--- config.mk ---
export PLATFORM = sky130hd
export DESIGN_NAME = icache_data_ctrl_flat
export DESIGN_NICKNAME = d
export VERILOG_FILES = /design/src/rtl/icache_pkg.sv /design/src/rtl/icache_data_ctrl_if.sv /design/src/rtl/icache_data_ctrl.sv /design/src/flat_wrapper.sv
export SDC_FILE = /design/constraint.sdc
export NUM_CORES = 1
export LEC_CHECK = 0
export BUFFER_PORTS_ARGS = -buffer_cell sky130_fd_sc_hd__buf_2
export CORE_AREA = 2 2 115 117
export CTS_BUF_LIST = sky130_fd_sc_hd__clkbuf_8 sky130_fd_sc_hd__clkbuf_16
export DETAILED_ROUTE_END_ITERATION = 16
export DIE_AREA = 0 0 117 119
export PLACE_DENSITY = 0.48
export SLEW_MARGIN = 40
export SYNTH_ARGS = -nofsm -noshare
export SYNTH_HDL_FRONTEND = slang
export SYNTH_SLANG_ARGS = --single-unit
--- constraint.sdc ---
create_clock -name clk -period 3 [get_ports clk]
set_input_delay 0.15 -clock clk [delete_from_list [all_inputs] [get_ports clk]]
set_output_delay 0.15 -clock clk [all_outputs]
set_load 0.05 [all_outputs]
--- src/rtl/icache_pkg.sv ---
// Shared icache data-path constants, refill FSM encoding and RAM request payload.
package icache_pkg;

  localparam int unsigned ICACHE_ADDR_W     = 10;
  localparam int unsigned ICACHE_WORD_OFF_W = 2;
  localparam int unsigned ICACHE_DATA_W     = 64;
  localparam int unsigned ICACHE_LINE_W     = ICACHE_ADDR_W - ICACHE_WORD_OFF_W;

  localparam logic [ICACHE_WORD_OFF_W-1:0] ICACHE_CNT_MAX = '1;

  localparam logic [1:0] ST_IDLE = 2'd0;
  localparam logic [1:0] ST_FILL = 2'd1;
  localparam logic [1:0] ST_DONE = 2'd2;

  typedef struct packed {
    logic                     wr;
    logic [ICACHE_ADDR_W-1:0] addr;
    logic [ICACHE_DATA_W-1:0] wdata;
  } ram_req_t;

endpackage

--- src/rtl/icache_data_ctrl_if.sv ---
// Fetch, refill-beat and data-RAM signals of the icache data controller.
interface icache_data_ctrl_if;
  import icache_pkg::*;

  logic                     fetch_rd_i;
  logic [ICACHE_ADDR_W-1:0] fetch_addr_i;
  logic                     fetch_stall_o;
  logic                     fetch_valid_o;
  logic [ICACHE_DATA_W-1:0] fetch_data_o;

  logic                     refill_start_i;
  logic [ICACHE_LINE_W-1:0] refill_line_i;
  logic                     beat_valid_i;
  logic [ICACHE_DATA_W-1:0] beat_data_i;
  logic                     beat_last_i;
  logic                     abort_i;
  logic                     refill_busy_o;
  logic                     refill_done_o;
  logic                     refill_err_o;

  logic [ICACHE_ADDR_W-1:0] ram_addr_o;
  logic [ICACHE_DATA_W-1:0] ram_wdata_o;
  logic                     ram_wr_o;
  logic [ICACHE_DATA_W-1:0] ram_rdata_i;

  modport slave (
    input  fetch_rd_i, fetch_addr_i, refill_start_i, refill_line_i,
           beat_valid_i, beat_data_i, beat_last_i, abort_i, ram_rdata_i,
    output fetch_stall_o, fetch_valid_o, fetch_data_o, refill_busy_o,
           refill_done_o, refill_err_o, ram_addr_o, ram_wdata_o, ram_wr_o
  );

  modport master (
    output fetch_rd_i, fetch_addr_i, refill_start_i, refill_line_i,
           beat_valid_i, beat_data_i, beat_last_i, abort_i, ram_rdata_i,
    input  fetch_stall_o, fetch_valid_o, fetch_data_o, refill_busy_o,
           refill_done_o, refill_err_o, ram_addr_o, ram_wdata_o, ram_wr_o
  );

endinterface

--- src/rtl/icache_data_ctrl.sv ---
// Arbitrates the single-port icache data RAM between CPU fetch reads and line refill writes.
// Refill owns the port from start until the DONE cycle exits; fetch is stalled meanwhile.
module icache_data_ctrl
  import icache_pkg::*;
(
  input  logic                clk,
  input  logic                rst_n,
  icache_data_ctrl_if.slave   bus
);

  logic [1:0]                   state_q, state_d;
  logic [ICACHE_WORD_OFF_W-1:0] cnt_q,   cnt_d;
  logic [ICACHE_LINE_W-1:0]     line_q,  line_d;
  logic                         valid_q, valid_d;
  logic                         err_q,   err_d;
  logic                         stall_c;
  ram_req_t                     req_c;

  // State register
  always_ff @(posedge clk or negedge rst_n) begin
    if (!rst_n) begin
      state_q <= ST_IDLE;
      cnt_q   <= '0;
      line_q  <= '0;
      valid_q <= 1'b0;
      err_q   <= 1'b0;
    end else begin
      state_q <= state_d;
      cnt_q   <= cnt_d;
      line_q  <= line_d;
      valid_q <= valid_d;
      err_q   <= err_d;
    end
  end

  // Next state, beat sequencing and RAM port mux
  always_comb begin
    state_d     = state_q;
    cnt_d       = cnt_q;
    line_d      = line_q;
    err_d       = 1'b0;
    stall_c     = (state_q != ST_IDLE) | bus.refill_start_i;
    valid_d     = bus.fetch_rd_i & ~stall_c;
    req_c.wr    = 1'b0;
    req_c.addr  = bus.fetch_addr_i;
    req_c.wdata = bus.beat_data_i;

    case (state_q)
      ST_IDLE: begin
        if (bus.refill_start_i) begin
          state_d = ST_FILL;
          line_d  = bus.refill_line_i;
          cnt_d   = '0;
        end
      end
      ST_FILL: begin
        // abort beats a coincident beat: nothing is written
        if (bus.abort_i) begin
          state_d = ST_IDLE;
        end else if (bus.beat_valid_i) begin
          req_c.wr   = 1'b1;
          req_c.addr = {line_q, cnt_q};
          cnt_d      = cnt_q + ICACHE_WORD_OFF_W'(1);
          if (bus.beat_last_i && (cnt_q == ICACHE_CNT_MAX)) begin
            state_d = ST_DONE;
          end else if (bus.beat_last_i || (cnt_q == ICACHE_CNT_MAX)) begin
            state_d = ST_IDLE;
            err_d   = 1'b1;
          end
        end
      end
      ST_DONE: state_d = ST_IDLE;
      default: state_d = ST_IDLE;
    endcase
  end

  assign bus.fetch_stall_o = stall_c;
  assign bus.fetch_valid_o = valid_q;
  assign bus.fetch_data_o  = bus.ram_rdata_i;
  assign bus.refill_busy_o = (state_q != ST_IDLE);
  assign bus.refill_done_o = (state_q == ST_DONE);
  assign bus.refill_err_o  = err_q;
  assign bus.ram_addr_o    = req_c.addr;
  assign bus.ram_wdata_o   = req_c.wdata;
  assign bus.ram_wr_o      = req_c.wr;

endmodule

--- src/flat_wrapper.sv ---
// flat-port wrapper written by rule: the top's interface ports become plain ports
module icache_data_ctrl_flat import icache_pkg::*;
  (clk, rst_n, bus_fetch_rd_i, bus_fetch_addr_i, bus_refill_start_i, bus_refill_line_i, bus_beat_valid_i, bus_beat_data_i, bus_beat_last_i, bus_abort_i, bus_ram_rdata_i, bus_fetch_stall_o, bus_fetch_valid_o, bus_fetch_data_o, bus_refill_busy_o, bus_refill_done_o, bus_refill_err_o, bus_ram_addr_o, bus_ram_wdata_o, bus_ram_wr_o);
  icache_data_ctrl_if bus_i ();
  input  logic clk;
  input  logic rst_n;
  input wire logic [$bits(bus_i.fetch_rd_i)-1:0] bus_fetch_rd_i;
  input wire logic [$bits(bus_i.fetch_addr_i)-1:0] bus_fetch_addr_i;
  input wire logic [$bits(bus_i.refill_start_i)-1:0] bus_refill_start_i;
  input wire logic [$bits(bus_i.refill_line_i)-1:0] bus_refill_line_i;
  input wire logic [$bits(bus_i.beat_valid_i)-1:0] bus_beat_valid_i;
  input wire logic [$bits(bus_i.beat_data_i)-1:0] bus_beat_data_i;
  input wire logic [$bits(bus_i.beat_last_i)-1:0] bus_beat_last_i;
  input wire logic [$bits(bus_i.abort_i)-1:0] bus_abort_i;
  input wire logic [$bits(bus_i.ram_rdata_i)-1:0] bus_ram_rdata_i;
  output wire logic [$bits(bus_i.fetch_stall_o)-1:0] bus_fetch_stall_o;
  output wire logic [$bits(bus_i.fetch_valid_o)-1:0] bus_fetch_valid_o;
  output wire logic [$bits(bus_i.fetch_data_o)-1:0] bus_fetch_data_o;
  output wire logic [$bits(bus_i.refill_busy_o)-1:0] bus_refill_busy_o;
  output wire logic [$bits(bus_i.refill_done_o)-1:0] bus_refill_done_o;
  output wire logic [$bits(bus_i.refill_err_o)-1:0] bus_refill_err_o;
  output wire logic [$bits(bus_i.ram_addr_o)-1:0] bus_ram_addr_o;
  output wire logic [$bits(bus_i.ram_wdata_o)-1:0] bus_ram_wdata_o;
  output wire logic [$bits(bus_i.ram_wr_o)-1:0] bus_ram_wr_o;
  assign bus_i.fetch_rd_i = bus_fetch_rd_i;
  assign bus_i.fetch_addr_i = bus_fetch_addr_i;
  assign bus_i.refill_start_i = bus_refill_start_i;
  assign bus_i.refill_line_i = bus_refill_line_i;
  assign bus_i.beat_valid_i = bus_beat_valid_i;
  assign bus_i.beat_data_i = bus_beat_data_i;
  assign bus_i.beat_last_i = bus_beat_last_i;
  assign bus_i.abort_i = bus_abort_i;
  assign bus_i.ram_rdata_i = bus_ram_rdata_i;
  assign bus_fetch_stall_o = bus_i.fetch_stall_o;
  assign bus_fetch_valid_o = bus_i.fetch_valid_o;
  assign bus_fetch_data_o = bus_i.fetch_data_o;
  assign bus_refill_busy_o = bus_i.refill_busy_o;
  assign bus_refill_done_o = bus_i.refill_done_o;
  assign bus_refill_err_o = bus_i.refill_err_o;
  assign bus_ram_addr_o = bus_i.ram_addr_o;
  assign bus_ram_wdata_o = bus_i.ram_wdata_o;
  assign bus_ram_wr_o = bus_i.ram_wr_o;
  icache_data_ctrl u_core (.clk(clk), .rst_n(rst_n), .bus(bus_i));
endmodule
# Yosys cells after proc, flatten, opt, wreduce, memory -nomap -nowiden
# Index checks and enable logic that the tools add are counted.
[totals]
latch_bits = 0
wordCells = 43
mem_bits_ro = 0
ramBits = 0
ff_bits = 14
in_bits = 153
n_memories = 0
out_inout_bits = 144
[op_classes]
mul = 0
n_lt_le_gt_ge = 0
n_reduce_logical = 8
n_eq_ne = 8
n_mux = 18
div = 0
shifts = 0
add_sub_neg = 1
bitwise_logic = 3
[ops]
columns = ["op", "n"]
rows = [
  ["2-to-1 mux 11 bit", 3],
  ["2-to-1 mux 2 bit", 8],
  ["case mux 2 bit (2 select lines)", 2],
  ["inequality test 2 bit (second input constant)", 3],
  ["2-to-1 mux 1 bit", 5],
  ["equality test 2 bit (second input constant)", 2],
  ["inequality test 4 x 2 -> 1 bit (second input constant)", 1],
  ["AND reduction 4 bit", 1],
  ["nonzero test 2 bit", 2],
  ["inequality test 3 bit (second input constant)", 1],
  ["AND reduction 3 bit", 1],
  ["adder 2 x 1 -> 2 bit (second input constant)", 1],
  ["equality test 2 x 1 -> 1 bit (second input constant)", 1],
  ["zero test 2 bit", 1],
  ["AND reduction 2 bit", 1],
  ["AND 1 bit", 1],
  ["logical AND 1 bit", 1],
  ["logical OR 1 bit", 1],
  ["inverter 1 bit", 1],
  ["OR 1 bit", 1],
]

# Depth between registers and ports, before layout
[depth]
ltp_word = 7
mapped_depth = 5
depth_no_buf = 5

# Worst setup path before layout
# OpenSTA, ideal clock, no wires.
[synth_timing]
path_kind = "reg-to-output"
start = "register u_core.state_q[0]"
end = "output bus_ram_addr_o[3]"
t_arrival_ps = 1403
n_path_buf = 2
slack_ps = 1447
required_time_ps = 2850
stages_incl_launch_ff = 6
cell_sequence = "dfrtp_1 -> nor2b_4 -> and3_4 -> buf_6 -> buf_12 -> mux2_4"
[synth_between]
elab_chain_len = 2
[synth_lines]
columns = ["element", "line_no", "rtl"]
rows = [
  ["start, declared", "icache_data_ctrl.sv:11", "logic [1:0] state_q, state_d;"],
  ["start signal, assigned", "icache_data_ctrl.sv:28", "state_q <= state_d;"],
  ["equality test 2 x 1 -> 1 bit", "icache_data_ctrl.sv:48", "case (state_q)"],
  ["2-to-1 mux 11 bit", "icache_data_ctrl.sv:48", ""],
  ["end, declared", "flat_wrapper.sv:22", "output wire logic [$bits(bus_i.ram_addr_o)-1:0] bus_ram_addr_o;"],
]
# No other way between the ends.

# Worst setup path after layout
[layout_timing]
start = "register u_core.state_q[0]"
end = "output bus_ram_addr_o[2]"
# Same word-level chain as after synthesis.

==> impl_metrics.json <==
{
  "outcome": "finished clean",
  "synthTopCellsByArea": "buf_4 54%, dfrtp_1 20%, mux2_2 7.0%, mux2_4 5.9%, ha_1 2.1%",
  "final_cell_mix": "40 x buf_2, 14 x dfrtp_1, 11 x mux2_2",
  "p_leak_nw": 0.5802,
  "synthCells": 190,
  "antennaDiodeCount": 0,
  "arrival_ns": 1.81,
  "ys_seq_area_share_pct": 19.69,
  "vias": 771,
  "ys_ff_latch": 14,
  "relSlewSlack_pct": 76.84,
  "cts_resized": 0,
  "area_delta_synth_final_pct": -26.30,
  "regToRegEndpoint": "u_core.state_q[0]$_DFFE_PN0P_",
  "hold_depth": 2,
  "path_class": "reg -> out",
  "combinationalPowerShare_pct": 29.4,
  "rsz0062_at_grt": "no",
  "path_max_fanout": 13,
  "synth_compound_area_share_pct": 3.024,
  "dp_hpwl_um": 3276,
  "yosys.area_share.simple_pct": 5.063,
  "r2r_slack_ns": 1.64,
  "period_share_pct": 65.25,
  "viasPerCell": 2.744,
  "final_common_cell": "buf_2",
  "clockBufferDepth": 2,
  "insertion_delay_ns": 0.24,
  "gp_congestion": 0.6329,
  "cts_buffers": 3,
  "synth_warnings": 0,
  "hp-start": "bus_refill_line_i[3]",
  "setup-violations-final": 0,
  "fin_nets": 262,
  "clock_power_share_pct": 36.9,
  "totalWireLength_um": 3827,
  "postLayoutCellArea_mm2": 0.001311,
  "synth_top_area_cell": "buf_4",
  "synthAdderAreaFrac_pct": 2.110,
  "synth_fp_nets": 346,
  "p_per_area_mw_per_mm2": 582.9,
  "place_inst": 276,
  "rows": 42,
  "finalHoldViolCount": 0,
  "instances_no_fill": 281,
  "endpoint_kind": "output pin",
  "cts_sinks": 14,
  "port-buffer-count": 40,
  "route.detailed.wl_per_inst_um": 13.62,
  "drv_slew": 0,
  "clkTransAtPathRegs_ns": 0.05,
  "cts.hold.buffers_added": 1,
  "p_seq_share_pct": 33.6,
  "r2r_start": "u_core.cnt_q[0]$_DFFE_PN0P_",
  "avgSynthCellArea_um2": 9.364,
  "synthMuxAreaShare_pct": 12.87,
  "drtIter0Drc": 13,
  "startpoint_type": "flip-flop",
  "synth_top_family_by_area": "buffers and inverters",
  "max_freq_mhz": 510.8,
  "grt_pass1_vias": 817,
  "cts_tree": "yes",
  "netSwitchingFraction_pct": 31.53,
  "die_height_um": 119,
  "gr-usage-all-layers_pct": 5.009,
  "r2r_cells": 5,
  "ant_nets": 0,
  "synth_cell_types": 24,
  "drive_gt1_share_pct": 64.76,
  "yosys.area_share.xor_xnor_pct": 0,
  "fp.dieArea_mm2": 0.01392,
  "grt_pass1_wl_um": 4981,
  "dieWidth_um": 117,
  "tns_ns": 0,
  "p_int_mw": 0.5233,
  "dr.pass1.iters": 3,
  "drc": 0,
  "core_area_mm2": 0.01287,
  "worstMarginPinSlew_ns": 0.3474,
  "hold_path.class": "in -> reg",
  "max_cap_viol_count": 0,
  "synth_top_area_share_pct": 54.43,
  "ir_drop_mv": 0.1187,
  "pin_count": 297,
  "dpl_cell_area_mm2": 0.001212,
  "grt_max_degree": 15,
  "initial_utilization_pct": 13.82,
  "overflow": 0,
  "clock_skew_ns": 0.001292,
  "antenna_found_initial": 0,
  "period_minus_slack_ns": 1.958,
  "cts_root_buffer": "clkbuf_16",
  "cts.htree.levels": 1,
  "synth_area_mm2": 0.001779,
  "crit_required_ns": 2.85,
  "min_to": "u_core.line_q[3]$_DFFE_PN0P_",
  "cts_setup_buffers": 0,
  "power.switching_mw": 0.2410
}
==> cells by family after synthesis <==
kind of cell    after synthesis
buf+inv                     136
mux                          18
flops                        14
simple gates                 12
compound gates                7
fa+ha+maj                     3
==> worst max path at each step <==
stage	endpoint	cells past startpoint	from
2_1_floorplan	bus_ram_addr_o[3]	5	u_core.state_q[0]$_DFFE_PN0P_
3_3_place_gp	bus_ram_addr_o[1]	4	u_core.state_q[0]$_DFFE_PN0P_
3_5_place_dp	bus_ram_addr_o[2]	4	u_core.state_q[0]$_DFFE_PN0P_
4_1_cts	bus_ram_addr_o[2]	4	u_core.state_q[0]$_DFFE_PN0P_
5_1_grt	bus_ram_addr_o[1]	4	u_core.state_q[0]$_DFFE_PN0P_
6_report	bus_ram_addr_o[2]	4	u_core.state_q[0]$_DFFE_PN0P_
==> routing by layer <==
metal / vias to the layer above / global-route usage, % / routed length (um)
met1: 321 / 2.862 / 875
met4: 0 / 5.000 / 364
met2: 87 / 9.574 / 1997
met5: - / 0 / 0
met3: 56 / 2.748 / 590
li1: 307 / - / -
==> through the flow <==
stage | util [%] | power (mW) | hold WS (ns) | worst slack, ns
2_1_floorplan | - | 0.8860 | -0.1456 | 1.447
3_3_place_gp | 9.417 | 0.4853 | 0.08633 | 1.329
3_5_place_dp | 9.417 | 0.4895 | 0.08596 | 1.278
4_1_cts | 10.18 | 0.7895 | 0.1280 | 1.007
5_1_grt | 10.18 | 0.8190 | 0.1404 | 0.9450
6_report | 10.18 | 0.7644 | 0.1375 | 1.042
==> flip-flops by register name, summed over array words and instances, names as in the netlist <==
register / count
u_core.line_q: 8
u_core.cnt_q: 2
u_core.state_q: 2
u_core.bus.fetch_valid_o: 1
u_core.bus.refill_err_o: 1
==> cell type report <==
| type | count | area, um2 |
|---|---|---|
| multi-input cells | 40 | 415.4 |
| fillers | 1470 | 11560 |
| flip-flops and latches | 14 | 350.3 |
| repair buffers | 42 | 217.7 |
| clock buffers | 4 | 88.84 |
| inverters | 5 | 18.77 |
| well taps | 176 | 220.2 |
==> power groups by stage <==
stage               sequential, mW  combinational, mW  clock, mW
finish                       0.257              0.225      0.282
floorplan                    0.255              0.631          0
detailed placement           0.261              0.228          0
global placement             0.261              0.225          0
CTS                          0.259              0.230      0.300
global route                 0.263              0.248      0.308
==> synth_stat cells <==
master and instances:
a211o_1 1, a21oi_1 2, a31o_2 1, and2_1 1
and3_4 1, and3b_1 1, buf_12 1, buf_4 129
buf_6 1, dfrtp_1 14, ha_1 3, inv_1 5
mux2_2 11, mux2_4 7, nand2b_1 2, nor2_1 1
nor2b_1 1, nor2b_4 1, nor3b_1 2, o2111ai_1 1
o2bb2ai_1 1, o311ai_0 1, or2_2 1, or3_1 1
==> critical path, stage by stage, from the launching register on <==
cell and delay [ns]:
dfrtp_1 0.42, nor2b_4 0.21, and3_4 0.36, mux2_2 0.36, buf_2 0.21
Note: power is estimated with default switching activity, not from simulation.
